File: config.mk
export PLATFORM = sky130hd
export DESIGN_NAME = registerfile_param
export DESIGN_NICKNAME = d
export VERILOG_FILES = /design/src/rtl/registerfile_param.sv
export SDC_FILE = /design/constraint.sdc
export NUM_CORES = 1
export LEC_CHECK = 0
export CORE_MARGIN = 8
export CORE_UTILIZATION = 40
export DETAILED_ROUTE_END_ITERATION = 10
export HOLD_SLACK_MARGIN = 0.03
export PLACE_DENSITY = 0.62
export RECOVER_POWER = 50
export SLEW_MARGIN = 20
export SYNTH_ARGS = -nofsm -noshare
export SYNTH_HDL_FRONTEND = slang
export SYNTH_SLANG_ARGS = --single-unit
File: constraint.sdc
create_clock -name clk -period 1.83 [get_ports clk]
set_clock_uncertainty 0.2 [all_clocks]
set_input_delay 0.2745 -clock clk [delete_from_list [all_inputs] [get_ports clk]]
set_output_delay 0.2745 -clock clk [all_outputs]
set_load 0.03 [all_outputs]
File: src/rtl/registerfile_param.sv
// Parametrised two-read-port register file with registered reads, an optional
// hardwired-zero register 0 and a hardware clear sweep (busy/done handshake).
// Configuration macro: REGFILE_BYPASS_EN -- when defined, a read that hits the
// address being written on the same edge captures the new write data;
// otherwise reads are read-before-write.
module registerfile_param #(
  parameter int unsigned WIDTH    = 16,
  parameter int unsigned ADDRW    = 4,
  parameter int unsigned ZERO_REG = 1
) (
  input  logic             clk,
  input  logic             rst_n,
  input  logic             writeen,
  input  logic [ADDRW-1:0] writeaddr,
  input  logic [WIDTH-1:0] writedata,
  input  logic [ADDRW-1:0] readaddrA,
  input  logic [ADDRW-1:0] readaddrB,
  input  logic             clearreq,
  output logic [WIDTH-1:0] outdataA,
  output logic [WIDTH-1:0] outdataB,
  output logic             busy,
  output logic             done,
  output logic             wrdrop
);

  localparam int unsigned DEPTH = 2 ** ADDRW;

  typedef enum logic [0:0] {StIdle, StClear} state_e;

  state_e           state_q, state_d;
  logic [ADDRW-1:0] ptr_q, ptr_d;
  logic [WIDTH-1:0] mem_q [DEPTH];
  logic [WIDTH-1:0] mem_d [DEPTH];
  logic [WIDTH-1:0] rd_a_q, rd_a_d;
  logic [WIDTH-1:0] rd_b_q, rd_b_d;
  logic             done_q, done_d;
  logic             wrdrop_q, wrdrop_d;

  logic busy_int;
  logic wr_to_r0;
  logic wr_commit;
  logic last_ptr;

  assign busy_int  = (state_q == StClear);
  assign wr_to_r0  = (ZERO_REG != 0) && (writeaddr == '0);
  assign wr_commit = writeen && !busy_int && !wr_to_r0;
  assign last_ptr  = (ptr_q == ADDRW'(DEPTH - 1));

  // Clear-sweep FSM: next state, sweep pointer and done pulse.
  always_comb begin
    state_d = state_q;
    ptr_d   = ptr_q;
    done_d  = 1'b0;
    unique case (state_q)
      StIdle: begin
        if (clearreq) begin
          state_d = StClear;
          ptr_d   = '0;
        end
      end
      StClear: begin
        ptr_d = ptr_q + ADDRW'(1);
        if (last_ptr) begin
          state_d = StIdle;
          ptr_d   = '0;
          done_d  = 1'b1;
        end
      end
      default: begin
        state_d = StIdle;
        ptr_d   = '0;
      end
    endcase
  end

  // Writes arriving during a sweep are discarded and flagged; r0 writes stay silent.
  always_comb begin
    wrdrop_d = writeen && busy_int && !wr_to_r0;
  end

  // Storage next state: the sweep owns the array while busy, user writes otherwise.
  always_comb begin
    mem_d = mem_q;
    if (busy_int) begin
      mem_d[ptr_q] = '0;
    end else if (wr_commit) begin
      mem_d[writeaddr] = writedata;
    end
  end

  // Read port next state: optional same-edge forwarding, then the r0 override.
  always_comb begin
    rd_a_d = mem_q[readaddrA];
    rd_b_d = mem_q[readaddrB];
`ifdef REGFILE_BYPASS_EN
    if (wr_commit && (writeaddr == readaddrA)) rd_a_d = writedata;
    if (wr_commit && (writeaddr == readaddrB)) rd_b_d = writedata;
`else
    // Read-before-write: ports always see the pre-edge contents.
`endif
    if ((ZERO_REG != 0) && (readaddrA == '0)) rd_a_d = '0;
    if ((ZERO_REG != 0) && (readaddrB == '0)) rd_b_d = '0;
  end

  // State registers; asynchronous reset abandons any sweep in progress.
  always_ff @(posedge clk or negedge rst_n) begin
    if (!rst_n) begin
      state_q  <= StIdle;
      ptr_q    <= '0;
      rd_a_q   <= '0;
      rd_b_q   <= '0;
      done_q   <= 1'b0;
      wrdrop_q <= 1'b0;
      for (int unsigned i = 0; i < DEPTH; i++) begin
        mem_q[i] <= '0;
      end
    end else begin
      state_q  <= state_d;
      ptr_q    <= ptr_d;
      rd_a_q   <= rd_a_d;
      rd_b_q   <= rd_b_d;
      done_q   <= done_d;
      wrdrop_q <= wrdrop_d;
      for (int unsigned i = 0; i < DEPTH; i++) begin
        mem_q[i] <= mem_d[i];
      end
    end
  end

  assign outdataA = rd_a_q;
  assign outdataB = rd_b_q;
  assign busy     = busy_int;
  assign done     = done_q;
  assign wrdrop   = wrdrop_q;

endmodule

==> results of run 1 <==
## per-stage QoR
stage / util / worst slack, ns / total power [mW]
finish: 0.512 / -0.0949 / 19.3
global route: 0.511 / -0.138 / 20.1
CTS: 0.507 / -0.0824 / 19.3
detailed placement: 0.471 / -0.485 / 12.5
global placement: 0.471 / -0.482 / 12.4
floorplan: - / -0.150 / 10.5
## path summary, 6_finish.rpt
kind / startpoint / to / slack [ns]
worst max-delay path: busy$_DFF_PN0_ / mem_q[216]$_DFFE_PN0P_ / -0.09
worst min-delay path: readaddrA[2] / outdataA[15]$_DFF_PN0_ / 0.19
worst max register to register: busy$_DFF_PN0_ / mem_q[216]$_DFFE_PN0P_ / -0.09
worst min register to register: mem_q[254]$_DFFE_PN0P_ / mem_q[254]$_DFFE_PN0P_ / 0.31
max in group asynchronous: rst_n / mem_q[106]$_DFFE_PN0P_ / 0.19
min in group asynchronous: rst_n / outdataB[2]$_DFF_PN0_ / 0.32
## report_power, final
part | leakage [nW] | switching [mW] | total (mW) | internal, mW
Combinational | 3.66 | 2.54 | 5.04 | 2.50
Clock | 0.513 | 2.50 | 6.44 | 3.94
Sequential | 3.85 | 0.714 | 7.84 | 7.13
Total | 8.03 | 5.75 | 19.3 | 13.6
## what timing repair did
item | 4_1_cts | 5_1_grt
endpoints found under the setup margin | 211 | 242
cloned | 1 | 3
hold endpoints to repair | 280 | 0
pin swaps | 3 | 6
resized for setup | 58 | 33
setup buffers | 10 | 7
hold buffers | 1 | 0
## layer usage
layer | up-vias | GRT usage | share of wire
met5 | - | 0 | 0.00061
met4 | 4 | 0.0665 | 0.036
met3 | 98 | 0.0343 | 0.064
met2 | 436 | 0.340 | 0.47
met1 | 5284 | 0.299 | 0.43
li1 | 4061 | - | -
## cells in the mapped netlist (all sizes together) (2+ instances only)
library cell	n	area (µm²)
clkbuf	41	154
nand4bb	2	22.5
a211oi	3	22.5
nor2	16	126
o21ai	19	95.1
buf	54	322
nor3b	3	32.5
dfrtp	280	7010
inv	4	15.0
a22o	254	2220
a21oi	18	128
o31ai	2	15.0
a21o	3	22.5
nand2	37	139
mux4	126	2840
ha	5	62.6
nor2b	4	25.0
mux2	30	338
nand2b	2	12.5
mux2i	3	30.0
nor3	4	35.0
and3	2	12.5
## flip-flops by register name, indices dropped and copies added (netlist names)
name      cells
outdataA     16
mem_q       241
ptr_q         4
outdataB     16
done          1
wrdrop        1
busy          1
## cell type report
type,instances,area [µm²],area share
sequential,280,7010,0.401
multi-input combinational,543,6420,0.367
timing repair buffer,223,2440,0.139
clock buffer,42,857,0.0490
tap,455,569,0.0325
clock inverter,11,184,0.0105
inverter,4,15.0,0.000858
antenna,2,5.00,0.000286
## worst max-delay path, stage by stage (launching register included)
cell	delay, ns
dfrtp_2	0.43
or4b_4	0.61
nor2_8	0.16
a21oi_4	0.06
buf_6	0.17
a22o_1	0.18
## cells by family after synthesis
logic type               synth area share
AO/OA/AOI/OAI                       0.184
adder cells (fa/ha/maj)           0.00455
buffers and inverters              0.0357
flip-flops                          0.509
multiplexers                        0.233
AND/OR/NAND/NOR                    0.0329
## layout by cell type, fill, tap and decap left out, types with 3 or more instances in the layout
cell	Yosys	routed
bufinv_16	0	5
buf_6	8	14
a21o_1	3	3
mux4_2	126	126
dfrtp_1	280	279
clkbuf_1	41	7
clkbuf_16	0	34
mux2i_1	3	3
a21oi_4	0	6
a21oi_1	8	4
a21oi_2	10	9
nor2_4	0	7
nor2_1	6	4
o21ai_1	0	15
nand2_1	37	35
buf_4	4	95
ha_1	5	5
buf_2	35	5
dlygate4sd2_1	0	34
a211oi_1	3	3
clkinv_2	0	5
nor2b_1	4	4
a22o_1	254	254
clkbuf_8	0	4
buf_12	0	44
clkdlybuf4s50_1	0	24
nor2_8	3	3
inv_1	3	3
mux2_2	30	30
==> results.py, run 1 <==
metrics = {
    "setup_path": {
        "cp_data_required_time_ns": 2.07,
        "end_kind": "flop",
        "cp_max_fo": 8,
        "r2r_cells": 5,
        "startpoint_type": "flop",
        "path_class": "reg2reg",
        "critical_path_arrival_ns": 2.16,
    },
    "floorplan": {
        "rows": 68,
        "core_um2": 34200,
        "initial_core_util": 0.402,
        "die_x_um": 201,
        "io_pins": 67,
        "die-height_um": 201,
        "die_area_um2": 40600,
    },
    "status": {
        "failed_checks": "setup timing",
        "outcome": "finished with violations",
    },
    "final_layout": {
        "layout-drive-gt1-share": 0.369,
        "nNetsFinal": 1120,
        "fill_cells": 2859,
        "synthToLayoutAreaGrowth_pct": 27.2,
        "fin_cells": 1560,
        "final_area_um2": 17500,
    },
    "synth": {
        "syn_avg_cell_area_um2": 14.9,
        "ys_ff_latch": 280,
        "synth_edf_count": 0,
        "syn_inst": 921,
        "ys.flop_type": "dfrtp_1",
        "yosysSeqAreaShare": 0.509,
        "synth_nets": 958,
        "async_reset_ff_frac": 1.00,
        "synthesis.area_um2": 13800,
        "synthDistinctLibCells": 40,
        "yosys_warnings": 0,
    },
    "flow_run": {
        "cap_violations": 0,
    },
    "route": {
        "drt_iter0_drc": 1018,
        "viasPerCell": 6.34,
        "drc_errors": 0,
        "drt-pass1-iter-count": 5,
        "num_vias": 9883,
        "wl_mm": 44.4,
        "antenna_left": 0,
        "post_drt_wl_per_cell_um": 28.5,
    },
    "timing": {
        "whs_ns": 0.185,
        "timing.final.crit_share": 1.05,
        "clock.fmax_mhz": 520,
        "relSlewSlack": 0.168,
        "drv_slew": 0,
        "rsz0062_at_grt": "yes",
        "min_period_ns": 1.92,
        "finalWorstSetupSlack_ns": -0.0949,
        "setup_viol": 143,
        "fin_tns_setup_ns": -5.90,
        "hold_violations": 0,
        "worstMarginPinSlew_ns": 1.25,
    },
    "global_route": {
        "track_usage": 0.214,
        "gr-total-overflow": 0,
        "antenna_found_initial": 3,
        "grt_pass1_vias": 10300,
        "grt_first_pass_wirelength_mm": 67.2,
        "grt_max_degree": 48,
    },
    "cts": {
        "cts_buffers": 31,
        "cts_tree": "built",
        "cts_root_buffer": "clkbuf_16",
        "clock_latency_ns": 0.55,
        "clock_sinks": 280,
        "clk_path_buf_depth": 3,
        "cts_htree_levels": 1,
        "path_clk_slew_ns": 0.06,
    },
    "hold_path": {
        "hold_depth": 3,
        "hp-class": "in2reg",
    },
    "placed_design": {
        "port_buffers": 66,
        "gp_congestion": 0.829,
        "placed_cells_incl_taps": 1485,
        "placed_area_um2": 16100,
        "dp_hpwl_mm": 29.6,
    },
    "power_and_ir_drop": {
        "leakagePower_nw": 8.03,
        "powerDensity_nw_per_um2": 1100,
        "vdd_drop_max_uv": 772,
    },
}
No activity file was read; power rests on OpenSTA's default activity.
==> run 2, diff against run 1 <==
PLACE_DENSITY = 0.6   (was 0.62)
==> run 2 against run 1 <==
Against the previous run:
- the flow still finishes with violations (setup timing)
- cell count up 0.64%
- highest routed layer unchanged
- clock-buffer cell count down 1
- largest cell class unchanged
- critical path type unchanged
- worst setup slack improved by 0.016 ns
- flip-flop and latch count stayed put
==> results.py, run 2 (synthesis results as in run 1) <==
metrics = {
    "setup_path": {
        "crit_slowest_cell": "or4b_4",
        "crit_buf_inv": 3,
        "cp_slowest_stage_delay_ns": 0.49,
        "cp_data_required_time_ns": 2.13,
        "reg2reg_from": "busy$_DFF_PN0_",
        "r2r_slack_ns": -0.08,
        "r2r-end": "mem_q[195]$_DFFE_PN0P_",
        "cp_max_fo": 16,
        "cpLargestDelayFamily": "simple AND/OR/NAND/NOR gates",
        "path_class": "reg2reg",
        "end_kind": "flop",
        "path_cells": "or4b_4 -> buf_6 -> nor2_8 -> buf_4 -> buf_12 -> a22o_1",
        "startpoint_type": "flop",
        "critical_path_arrival_ns": 2.21,
        "r2r_cells": 6,
    },
    "floorplan": {
        "io_pins": 67,
        "core_um2": 34200,
        "initial_core_util": 0.402,
        "die-height_um": 201,
        "die_x_um": 201,
        "die_area_um2": 40600,
        "rows": 68,
    },
    "cts": {
        "clk_path_buf_depth": 3,
        "path_clk_slew_ns": 0.06,
        "cts_buffers": 30,
        "cts_htree_levels": 1,
        "clock_sinks": 280,
        "cts_tree": "built",
        "clock_latency_ns": 0.57,
        "cts_root_buffer": "clkbuf_16",
    },
    "timing": {
        "fin_tns_setup_ns": -3.30,
        "relSlewSlack": 0.303,
        "min_period_ns": 1.91,
        "setup_viol": 86,
        "clock.fmax_mhz": 524,
        "drv_slew": 0,
        "timing.final.crit_share": 1.04,
        "hold_violations": 0,
        "worstMarginPinSlew_ns": 1.05,
        "finalWorstSetupSlack_ns": -0.0786,
        "rsz0062_at_grt": "yes",
    },
    "status": {
        "failed_checks": "setup timing",
        "outcome": "finished with violations",
    },
    "final_layout": {
        "largest_reg_flops": 241,
        "fin_cells": 1570,
        "layout-drive-gt1-share": 0.382,
        "synthToLayoutAreaGrowth_pct": 27.6,
        "fill_cells": 2879,
        "final-seq-area_um2": 7010,
        "final_cell_mix": "dfrtp_1 (278), a22o_1 (254), mux4_2 (126)",
        "final_area_um2": 17600,
        "final_common_cell": "dfrtp_1",
        "top_register": "mem_q",
        "num_antenna_cells": 0,
        "nNetsFinal": 1128,
        "multi_input_area_um2": 6460,
    },
    "flow_run": {
        "cap_violations": 0,
    },
    "hold_path": {
        "hp-start": "clearreq",
        "hold_depth": 2,
        "hp-class": "in2reg",
        "holdPathEnd": "ptr_q[2]$_DFFE_PN0P_",
    },
    "global_route": {
        "grt_pass1_vias": 10400,
        "grt_max_degree": 66,
        "grt_first_pass_wirelength_mm": 68.4,
        "gr-total-overflow": 0,
        "track_usage": 0.220,
        "antenna_found_initial": 1,
    },
    "placed_design": {
        "dp_hpwl_mm": 29.6,
        "placed_area_um2": 16100,
        "port_buffers": 66,
        "placed_cells_incl_taps": 1497,
        "gp_congestion": 0.822,
    },
    "power_and_ir_drop": {
        "powerDensity_nw_per_um2": 1100,
        "leakagePower_nw": 8.00,
        "vdd_drop_max_uv": 704,
    },
    "route": {
        "antenna_left": 0,
        "wl_mm": 45.4,
        "drc_errors": 0,
        "viasPerCell": 6.25,
        "post_drt_wl_per_cell_um": 28.9,
        "num_vias": 9809,
        "drt_iter0_drc": 823,
        "drt-pass1-iter-count": 7,
    },
}
-- run 2: cell types whose count changed in the layout (fill, tap and decap cells not counted), moves of 3 or more --
| cell | change |
|---|---|
| buf_12 | -4 |
| buf_4 | +8 |
| buf_6 | +4 |
| clkbuf_2 | +5 |
| clkdlybuf4s15_1 | +9 |
| clkinvlp_4 | +3 |
| dlygate4sd2_1 | -12 |
| o21ai_1 | -3 |
-- run 2: report_power, final --
part	leakage (nW)	internal, mW	switching [mW]
Sequential	3.85	7.13	0.710
Clock	0.505	3.80	2.58
Combinational	3.64	2.49	2.55
-- run 2: timing repair --
| item | CTS | global route |
|---|---|---|
| hold endpoints to repair | 280 | 0 |
| endpoints found under the setup margin | 176 | 208 |
| resized for setup | 72 | 40 |
| setup buffers | 9 | 3 |
| cloned | 1 | 3 |
| pin swaps | 10 | 5 |
| hold buffers | 2 | 0 |
-- run 2: layer usage --
metal  part of all wire  track usage
met5            0.00022            0
met1               0.40        0.288
met3              0.081       0.0521
met2               0.48        0.352
met4              0.040       0.0861
-- run 2: stage by stage --
stage	utilization	setup WS, ns	hold slack, ns	power (mW)
after floorplan	-	-0.150	-0.221	10.5
after global placement	0.472	-0.531	-0.0382	12.5
after detailed placement	0.472	-0.561	-0.0404	12.6
after CTS	0.511	-0.0889	0.147	19.3
after global routing	0.513	-0.115	0.213	20.1
final	0.513	-0.0786	0.194	19.2
-- run 2: worst max path at each step --
stage / start / end / depth (start not counted)
2_1_floorplan: busy$_DFF_PN0_ / mem_q[206]$_DFFE_PN0P_ / 6
5_1_grt: busy$_DFF_PN0_ / mem_q[195]$_DFFE_PN0P_ / 6
6_report: busy$_DFF_PN0_ / mem_q[195]$_DFFE_PN0P_ / 6
4_1_cts: busy$_DFF_PN0_ / mem_q[234]$_DFFE_PN0P_ / 5
3_3_place_gp: writeaddr[1] / mem_q[230]$_DFFE_PN0P_ / 5
3_5_place_dp: writeen / mem_q[195]$_DFFE_PN0P_ / 6
-- run 2: layout make-up --
type,instances,share of cell area
Tap cell,455,0.0324
Timing Repair Buffer,232,0.140
Multi-Input combinational cell,543,0.368
Inverter,4,0.000855
Sequential cell,280,0.399
Clock inverter,15,0.0115
Clock buffer,41,0.0480
